File: src/rtl/axicb_cpl_switch.sv
`default_nettype none
// ============================================================================
// Module   : axicb_cpl_switch
// Brief    : Routes the granted slave's B/R completion beats to the master, or
//            generates a local DECERR completion for misrouted requests.
// Revision : 1.0 - initial release
// ============================================================================
module axicb_cpl_switch #(
    parameter int AXI_ID_W = 8,
    parameter int SLV_NB   = 4,
    // Payload holds RESP + ID + data, so it must be at least AXI_ID_W+2 wide
    parameter int CCH_W    = 16,
    parameter int RD_MODE  = 0
) (
    input  logic                    aclk,
    input  logic                    aresetn,
    input  logic                    srst,
    input  logic                    g_valid,
    output logic                    g_ready,
    input  logic [AXI_ID_W-1:0]     g_id,
    input  logic [7:0]              g_len,
    input  logic [SLV_NB-1:0]       g_ix,
    input  logic                    g_mr,
    input  logic [SLV_NB-1:0]       s_valid,
    output logic [SLV_NB-1:0]       s_ready,
    input  logic [SLV_NB-1:0]       s_last,
    input  logic [CCH_W*SLV_NB-1:0] s_ch,
    output logic                    m_valid,
    input  logic                    m_ready,
    output logic                    m_last,
    output logic [CCH_W-1:0]        m_ch,
    output logic                    len_err
);

    localparam logic [1:0] S_IDLE = 2'd0;
    localparam logic [1:0] S_FWD  = 2'd1;
    localparam logic [1:0] S_MR   = 2'd2;

    logic [1:0]          r_state;
    logic [AXI_ID_W-1:0] r_id;
    logic [SLV_NB-1:0]   r_ix;
    logic [7:0]          r_cnt;

    logic                w_cnt_zero;
    logic                w_beat;
    logic                w_sel_valid;
    logic                w_sel_last;
    logic [CCH_W-1:0]    w_sel_ch;
    logic [CCH_W-1:0]    w_mr_ch;

    assign w_cnt_zero = (r_cnt == 8'd0);
    assign w_beat     = m_valid && m_ready;

    // One-hot AND-OR mux; r_ix is guaranteed one-hot whenever FWD is entered
    always_comb begin : p_sel
        w_sel_valid = 1'b0;
        w_sel_last  = 1'b0;
        w_sel_ch    = '0;
        for (int i = 0; i < SLV_NB; i++) begin
            if (r_ix[i]) begin
                w_sel_valid = w_sel_valid | s_valid[i];
                w_sel_last  = w_sel_last  | s_last[i];
                w_sel_ch    = w_sel_ch    | s_ch[i*CCH_W +: CCH_W];
            end
        end
    end

    always_comb begin : p_mr_ch
        w_mr_ch                 = '0;
        w_mr_ch[AXI_ID_W+1:2]   = r_id;
        w_mr_ch[1:0]            = 2'b11;
    end

    always_ff @(posedge aclk or negedge aresetn) begin : p_fsm
        if (!aresetn) begin
            r_state <= S_IDLE;
            r_cnt   <= 8'd0;
            r_id    <= '0;
            r_ix    <= '0;
        end else if (srst) begin
            r_state <= S_IDLE;
            r_cnt   <= 8'd0;
            r_id    <= '0;
            r_ix    <= '0;
        end else begin
            case (r_state)
                S_IDLE: begin
                    if (g_valid) begin
                        r_id    <= g_id;
                        r_ix    <= g_ix;
                        r_cnt   <= (RD_MODE != 0) ? g_len : 8'd0;
                        // Zero or multi-hot targets cannot be routed safely
                        r_state <= (g_mr || !$onehot(g_ix)) ? S_MR : S_FWD;
                    end
                end
                S_FWD, S_MR: begin
                    if (w_beat) begin
                        if (w_cnt_zero) r_state <= S_IDLE;
                        else            r_cnt   <= r_cnt - 8'd1;
                    end
                end
                default: r_state <= S_IDLE;
            endcase
        end
    end

    // A grant is never pulled while the synchronous reset is asserted
    always_comb begin : p_out
        g_ready = (r_state == S_IDLE) && !srst;
        m_valid = 1'b0;
        m_last  = 1'b0;
        m_ch    = '0;
        s_ready = '0;
        len_err = 1'b0;
        case (r_state)
            S_FWD: begin
                m_valid = w_sel_valid;
                m_ch    = w_sel_ch;
                m_last  = w_cnt_zero;
                s_ready = r_ix & {SLV_NB{m_ready}};
                len_err = (RD_MODE != 0) && w_sel_valid && m_ready &&
                          (w_sel_last != w_cnt_zero);
            end
            S_MR: begin
                m_valid = 1'b1;
                m_ch    = w_mr_ch;
                m_last  = w_cnt_zero;
            end
            default: ;
        endcase
    end

endmodule
`default_nettype wire

File: config.mk
export PLATFORM = sky130hd
export DESIGN_NAME = axicb_cpl_switch
export DESIGN_NICKNAME = d
export VERILOG_FILES = /design/src/rtl/axicb_cpl_switch.sv
export SDC_FILE = /design/constraint.sdc
export NUM_CORES = 1
export LEC_CHECK = 0
export ABC_AREA = 0
export BUFFER_PORTS_ARGS = -buffer_cell sky130_fd_sc_hd__buf_2
export CAP_MARGIN = 15
export CORE_ASPECT_RATIO = 0.7
export CORE_MARGIN = 5
export CORE_UTILIZATION = 43
export DETAILED_ROUTE_END_ITERATION = 10
export PLACE_DENSITY = 0.92
export SLEW_MARGIN = 0
export SYNTH_ARGS = -nofsm -noshare
export SYNTH_HDL_FRONTEND = slang
export SYNTH_SLANG_ARGS = --single-unit
File: constraint.sdc
create_clock -name aclk -period 2.4 [get_ports aclk]
set_clock_uncertainty 0.15 [all_clocks]
set_input_delay 0.36 -clock aclk [delete_from_list [all_inputs] [get_ports aclk]]
set_output_delay 0.36 -clock aclk [all_outputs]
set_load 0.005 [all_outputs]
# --- After elaboration in Yosys (flattened, before gate mapping) ---
# Cells that the tools add are included.
word_totals:
  register_bits: 22
  input_bits: 98
  out_inout_bits: 24
  elab_cells: 65
classes:
  add_sub_neg: 4
  eq_ne: 7
  mux: 29
  n_bitwise: 7
  reduce_logical: 14
ops:
  columns: ["op", "count"]
  rows:
  - ["16-bit two-way mux", 4]
  - ["8-bit two-way mux", 7]
  - ["16-bit OR", 3]
  - ["16-bit one-hot mux with 2 select lines", 1]
  - ["4-bit two-way mux", 4]
  - ["8-bit one-hot mux with 2 select lines", 1]
  - ["2-bit two-way mux", 5]
  - ["8-bit zero test", 1]
  - ["8-bit by 1-bit subtractor with 8-bit output, second input constant", 1]
  - ["3-bit by 1-bit != test with 1-bit output, second input constant", 2]
  - ["3-bit != test, second input constant", 2]
  - ["1-bit two-way mux", 5]
  - ["1-bit by 1-bit adder with 2-bit output", 2]
  - ["4-bit AND", 1]
  - ["2-bit one-hot mux with 2 select lines", 1]
  - ["4-bit AND reduction", 1]
  - ["2-bit nonzero test", 2]
  - ["2-bit by 2-bit adder with 3-bit output", 1]
  - ["3-bit by 1-bit equality test with 1-bit output, second input constant", 1]
  - ["1-bit OR", 3]
  - ["3-bit AND reduction", 1]
  - ["3-bit nonzero test", 1]
  - ["2-bit by 1-bit equality test with 1-bit output, second input constant", 1]
  - ["2-bit equality test, second input constant", 1]
  - ["7 further kinds", 9]

# --- Longest topological paths before layout ---
depth:
  word_depth: 12
  depth_mapped: 7
  mapped_depth_nobuf: 7

# --- Worst setup path before layout ---
# Ideal clock, no wire load.
synth_timing:
  path_type: "input to register"
  startpoint: "input port g_ix[0]"
  endpoint: "register r_state[0]"
  t_arrival_ps: 2014
  required_ps: 2171
  path_slack_ps: 156
  stages: 7
  n_path_buf: 0
  cell_sequence: "inv_1 fa_1 inv_1 ha_1 ha_1 or4_1 mux2i_1"
synth_via:
  elab_chain_len: 9
synth_rtl:
  columns: ["element", "line", "source"]
  rows:
  - ["from (decl)", "22", "input logic [SLV_NB-1:0] g_ix,"]
  - ["1-bit by 1-bit adder with 2-bit output (not written as such)", "93", "r_state <= (g_mr || !$onehot(g_ix)) ? S_MR : S_FWD;"]
  - ["2-bit by 2-bit adder with 3-bit output (not written as such)", "93", null]
  - ["3-bit by 1-bit equality test with 1-bit output", "93", null]
  - ["1-bit zero test", "93", null]
  - ["1-bit logical OR", "93", null]
  - ["2-bit two-way mux", "93", null]
  - ["2-bit two-way mux", "88", "if (g_valid) begin"]
  - ["2-bit one-hot mux with 2 select lines", "86", "case (r_state)"]
  - ["2-bit two-way mux", "80", "end else if (srst) begin"]
  - ["to (signal assigned)", "93", null]
  - ["to (decl)", "39", "logic [1:0] r_state;"]
# No other way between the ends. The select of a mux whose other input is x is not followed.
# A chain may end at the register's enable or synchronous reset.

# --- Final worst setup path ---
layout_timing:
  startpoint: "register r_state[1]"
  endpoint: "output port m_ch[7]"
layout_via:
  elab_chain_len: 2
  elab_cells_between_ends: 3
  classes_between: "2 x eq/ne; 1 x mux"
layout_rtl:
  columns: ["element", "line", "source"]
  rows:
  - ["2-bit equality test / 2-bit by 1-bit equality test with 1-bit output (equally long branches)", "115", "case (r_state)"]
  - ["16-bit one-hot mux with 2 select lines (*)", "115", null]
  - ["to (decl)", "31", "output logic [CCH_W-1:0] m_ch,"]
# Mark *: on every way between the ends. The rest lies on a longest branch, timed or not.

==> key figures <==
Status
  • Status: complete, no violations

Synthesis
  • Commonest cells in the synthesized netlist: 39 x nand2_1, 22 x dfrtp_1, 20 x a21oi_1
  • Ys flop type: dfrtp_1
  • Gate Count Post-Synth: ~230
  • Yosys warns: 0
  • Post-synth EDFFs: 0
  • Count leader, synth: nand2_1
  • Largest area contributor in the netlist: dfrtp_1
  • Synth top area cells: dfrtp_1 30%, nand2_1 7.8%, a22oi_1 6.0%, a21oi_1 5.4%, a221oi_1 5.2%
  • Register bit count reported by yosys: 22
  • Mean Syn Cell Area: around 8.2 sq um
  • Share of the synthesized area in the top cell type: about 30%
  • Synth cell types: 48
  • Syn nets: 333
  • FFs w/ async S/R, synth: 100%
  • Mapped Area: ~1900 sq um
  • Seq/Total Area, Yosys: just under 30%

Global routing
  • Initial antenna violation count: 0
  • Largest net degree at the start of global routing: 23
  • Global Route Usage Sum: between 20% and 30%
  • Total gr overflow: 0
  • Vias in the first global route: approximately 2000
  • Global-route wire length before repair: between 9000 and 10000 um

Detailed routing
  • DRT iter0 DRCs: 174
  • First-pass DRT Iterations: 4
  • Final wirelength: between 6000 and 7000 um
  • # DRC: 0
  • ANT nets after route: 0
  • Routed len/inst: around 17 um
  • Via density: approximately 5.7
  • Via count: roughly 2200

Finish
  • Fraction of layout cells with a size suffix above 1: between 40 and 50%
  • Reg area: approximately 550 sq um
  • Final instance area: 2510 sq um
  • Antenna Cells: 0
  • Multi-input gate area: around 1200 sq um
  • Area grow syn2layout: 34.8%
  • Total Nets Final: 438
  • Fillcell total: roughly 380

CTS
  • CTS buffer count: 3
  • Post-CTS setup buffer count: 0
  • Reg clk slew, reported paths: roughly 70 ps
  • CTS max path bufs: 2
  • H-tree Lvls: 1
  • Sink Count: 22
  • CTS tree: done
  • Root Driver: clkbuf_8
  • Clock latency on the worst-skew pair: approximately 260 ps

STA
  • Max Clock Freq: around 440 MHz
  • Final hold viol count: 0
  • Max-slew violations: 0
  • Rel. slew slack: about two thirds
  • Worst-Margin Slew: around 510 ps
  • Worst setup margin: roughly 120 ps
  • Setup-failing EPs final: 0
  • Tmin final: ~2300 ps
  • Period utilization: a little over nine tenths

Worst setup path
  • CP Max Fanout: 16
  • Worst-path cell chain: inv_1 > ha_1 > nand2_2 > o21ai_0 > buf_2
  • CP max stage delay: around 410 ps
  • Slowest stage cell on the critical path: ha_1
  • Critical path origin: r_state[1]$_DFFE_PN0P_
  • Worst path top cell family by delay: adder cells
  • RR Startpoint: r_state[1]$_DFFE_PN0P_
  • Worst path arrival time: 1770 ps
  • WP data required: between 1500 and 2000 ps
  • Crit Path Class: reg -> out
  • R2r endpoint: r_cnt[0]$_DFFE_PN0P_
  • Flop-to-flop setup slack: about 190 ps
  • Worst path bufs/invs: 2
  • Setup crit end: m_ch[7]
  • Crit end category: output port
  • R2r worst-path depth: 6
  • Startpoint Class: register
  • Critical path depth in cells: 5

Die
  • Num ports: 122
  • Core area: approximately 4300 sq um
  • Die Area: a little under 6000 sq um
  • Die W: ~90 um
  • Overall die height: ~65 um
  • Num rows: 20
  • Starting density of the core: a little over two fifths

Pwr
  • Clock network power share: ~12%
  • Seq pwr share: between 20% and 30%
  • Pwr per Cell Area: ~780 nW/um^2
  • Sw power: just under 900 uW
  • Peak supply drop: 0.000484 V
  • Leak Pwr: about 0.0013 uW
  • Logic pwr share: a little under 60%
  • Sw Ratio: between 40 and 50%
  • Power Internal: 1090 uW

Place
  • GPL Wtd Cong: approximately 0.88
  • Placed Area: between 2000 and 2500 sq um
  • HPWL after detailed placement: 5210 um
  • Port bufs: 108
  • Dpl ws: -23.1 ps

Min path
  • Worst min path class: in -> reg

Job
  • Max Cap Viol: 0
## flip-flops by register name, summed over array words and instances, names as in the netlist
name / flops
r_ix: 4
r_cnt: 8
r_state: 2
r_id: 8
## worst reg2reg max path, cell delays in order (launching register included)
cell       delay, ps
dfrtp_1          380
inv_1             80
ha_1             410
a21bo_2          260
a21oi_2          270
o2bb2ai_2        200
mux2_1           350
## final cells by class
type | instances | area share [%]
Multi-Input combinational cell | 174 | 47.2
Timing Repair Buffer | 117 | 24.3
Clock buffer | 3 | 1.64
Inverter | 15 | 2.24
Tap cell | 55 | 2.74
Sequential cell | 22 | 21.9
## worst min-delay path by stage
| stage | to | depth (start not counted) | startpoint | slack [ps] |
|---|---|---|---|---|
| floorplan | r_cnt[0]$_DFFE_PN0P_ | 0 | aresetn | -90 |
| global placement | r_cnt[0]$_DFFE_PN0P_ | 1 | aresetn | 200 |
| detailed placement | r_cnt[1]$_DFFE_PN0P_ | 1 | aresetn | 210 |
| CTS | r_id[1]$_DFFE_PN0P_ | 3 | g_id[1] | 180 |
| global route | r_id[6]$_DFFE_PN0P_ | 3 | g_id[6] | 190 |
| finish | r_id[0]$_DFFE_PN0P_ | 3 | g_id[0] | 190 |
## logic make-up after synthesis
| family | synth area share (%) |
|---|---|
| mux | 2.35 |
| simple gates | 20.9 |
| other cells | 0.201 |
| buf+inv | 7.38 |
| compound gates | 34.5 |
| fa+ha+maj | 5.10 |
| flops | 29.5 |
## cells in the final DEF (no fill, tap or decap), types with 2 or more instances in the layout
cell type,count
or4_1,2
nand2b_1,4
a22o_1,10
a211o_1,2
ha_1,6
a22oi_1,15
buf_4,8
a221oi_1,11
o21ai_0,6
a21oi_1,20
nand2_1,38
nand3_1,6
and2_2,2
mux2_1,3
a22o_2,2
dfrtp_1,22
and2_1,2
a31oi_1,3
inv_1,15
clkbuf_8,3
and3_1,4
o32ai_1,3
o21ai_1,5
nor2_1,8
buf_2,108
## repair_timing
action	4_1_cts	5_1_grt
setup endpoints to repair	3	3
resized for setup	1	2
hold buffers	1	0
hold endpoints to repair	22	0
## power groups by stage
stage	Clock, uW	Combinational [uW]	Sequential [uW]
2_1_floorplan	0	811	525
3_3_place_gp	0	1110	558
3_5_place_dp	0	1140	565
4_1_cts	231	1140	558
5_1_grt	245	1280	575
6_report	226	1170	566
## layer usage
metal | wire, um | global-route usage (%) | share of wire, %
met1 | 2700 | 29.1 | 42
met2 | 3050 | 35.7 | 47
met3 | 670 | 3.13 | 10
met4 | 78 | 5.09 | 1.2
met5 | 0 | 0 | 0
## metrics by stage
step                utilization [%]  total power, uW  std cells  TNS [ps]  hold slack [ps]
floorplan                         -             1340        228         0            -85.6
global placement               57.3             1670        382         0              199
detailed placement             57.3             1700        382     -39.5              209
CTS                            58.6             1930        386         0              181
global route                   58.8             2100        386     -1.60              187
finish                         58.8             1960        386         0              186
Power figures use the tool's default switching activity.
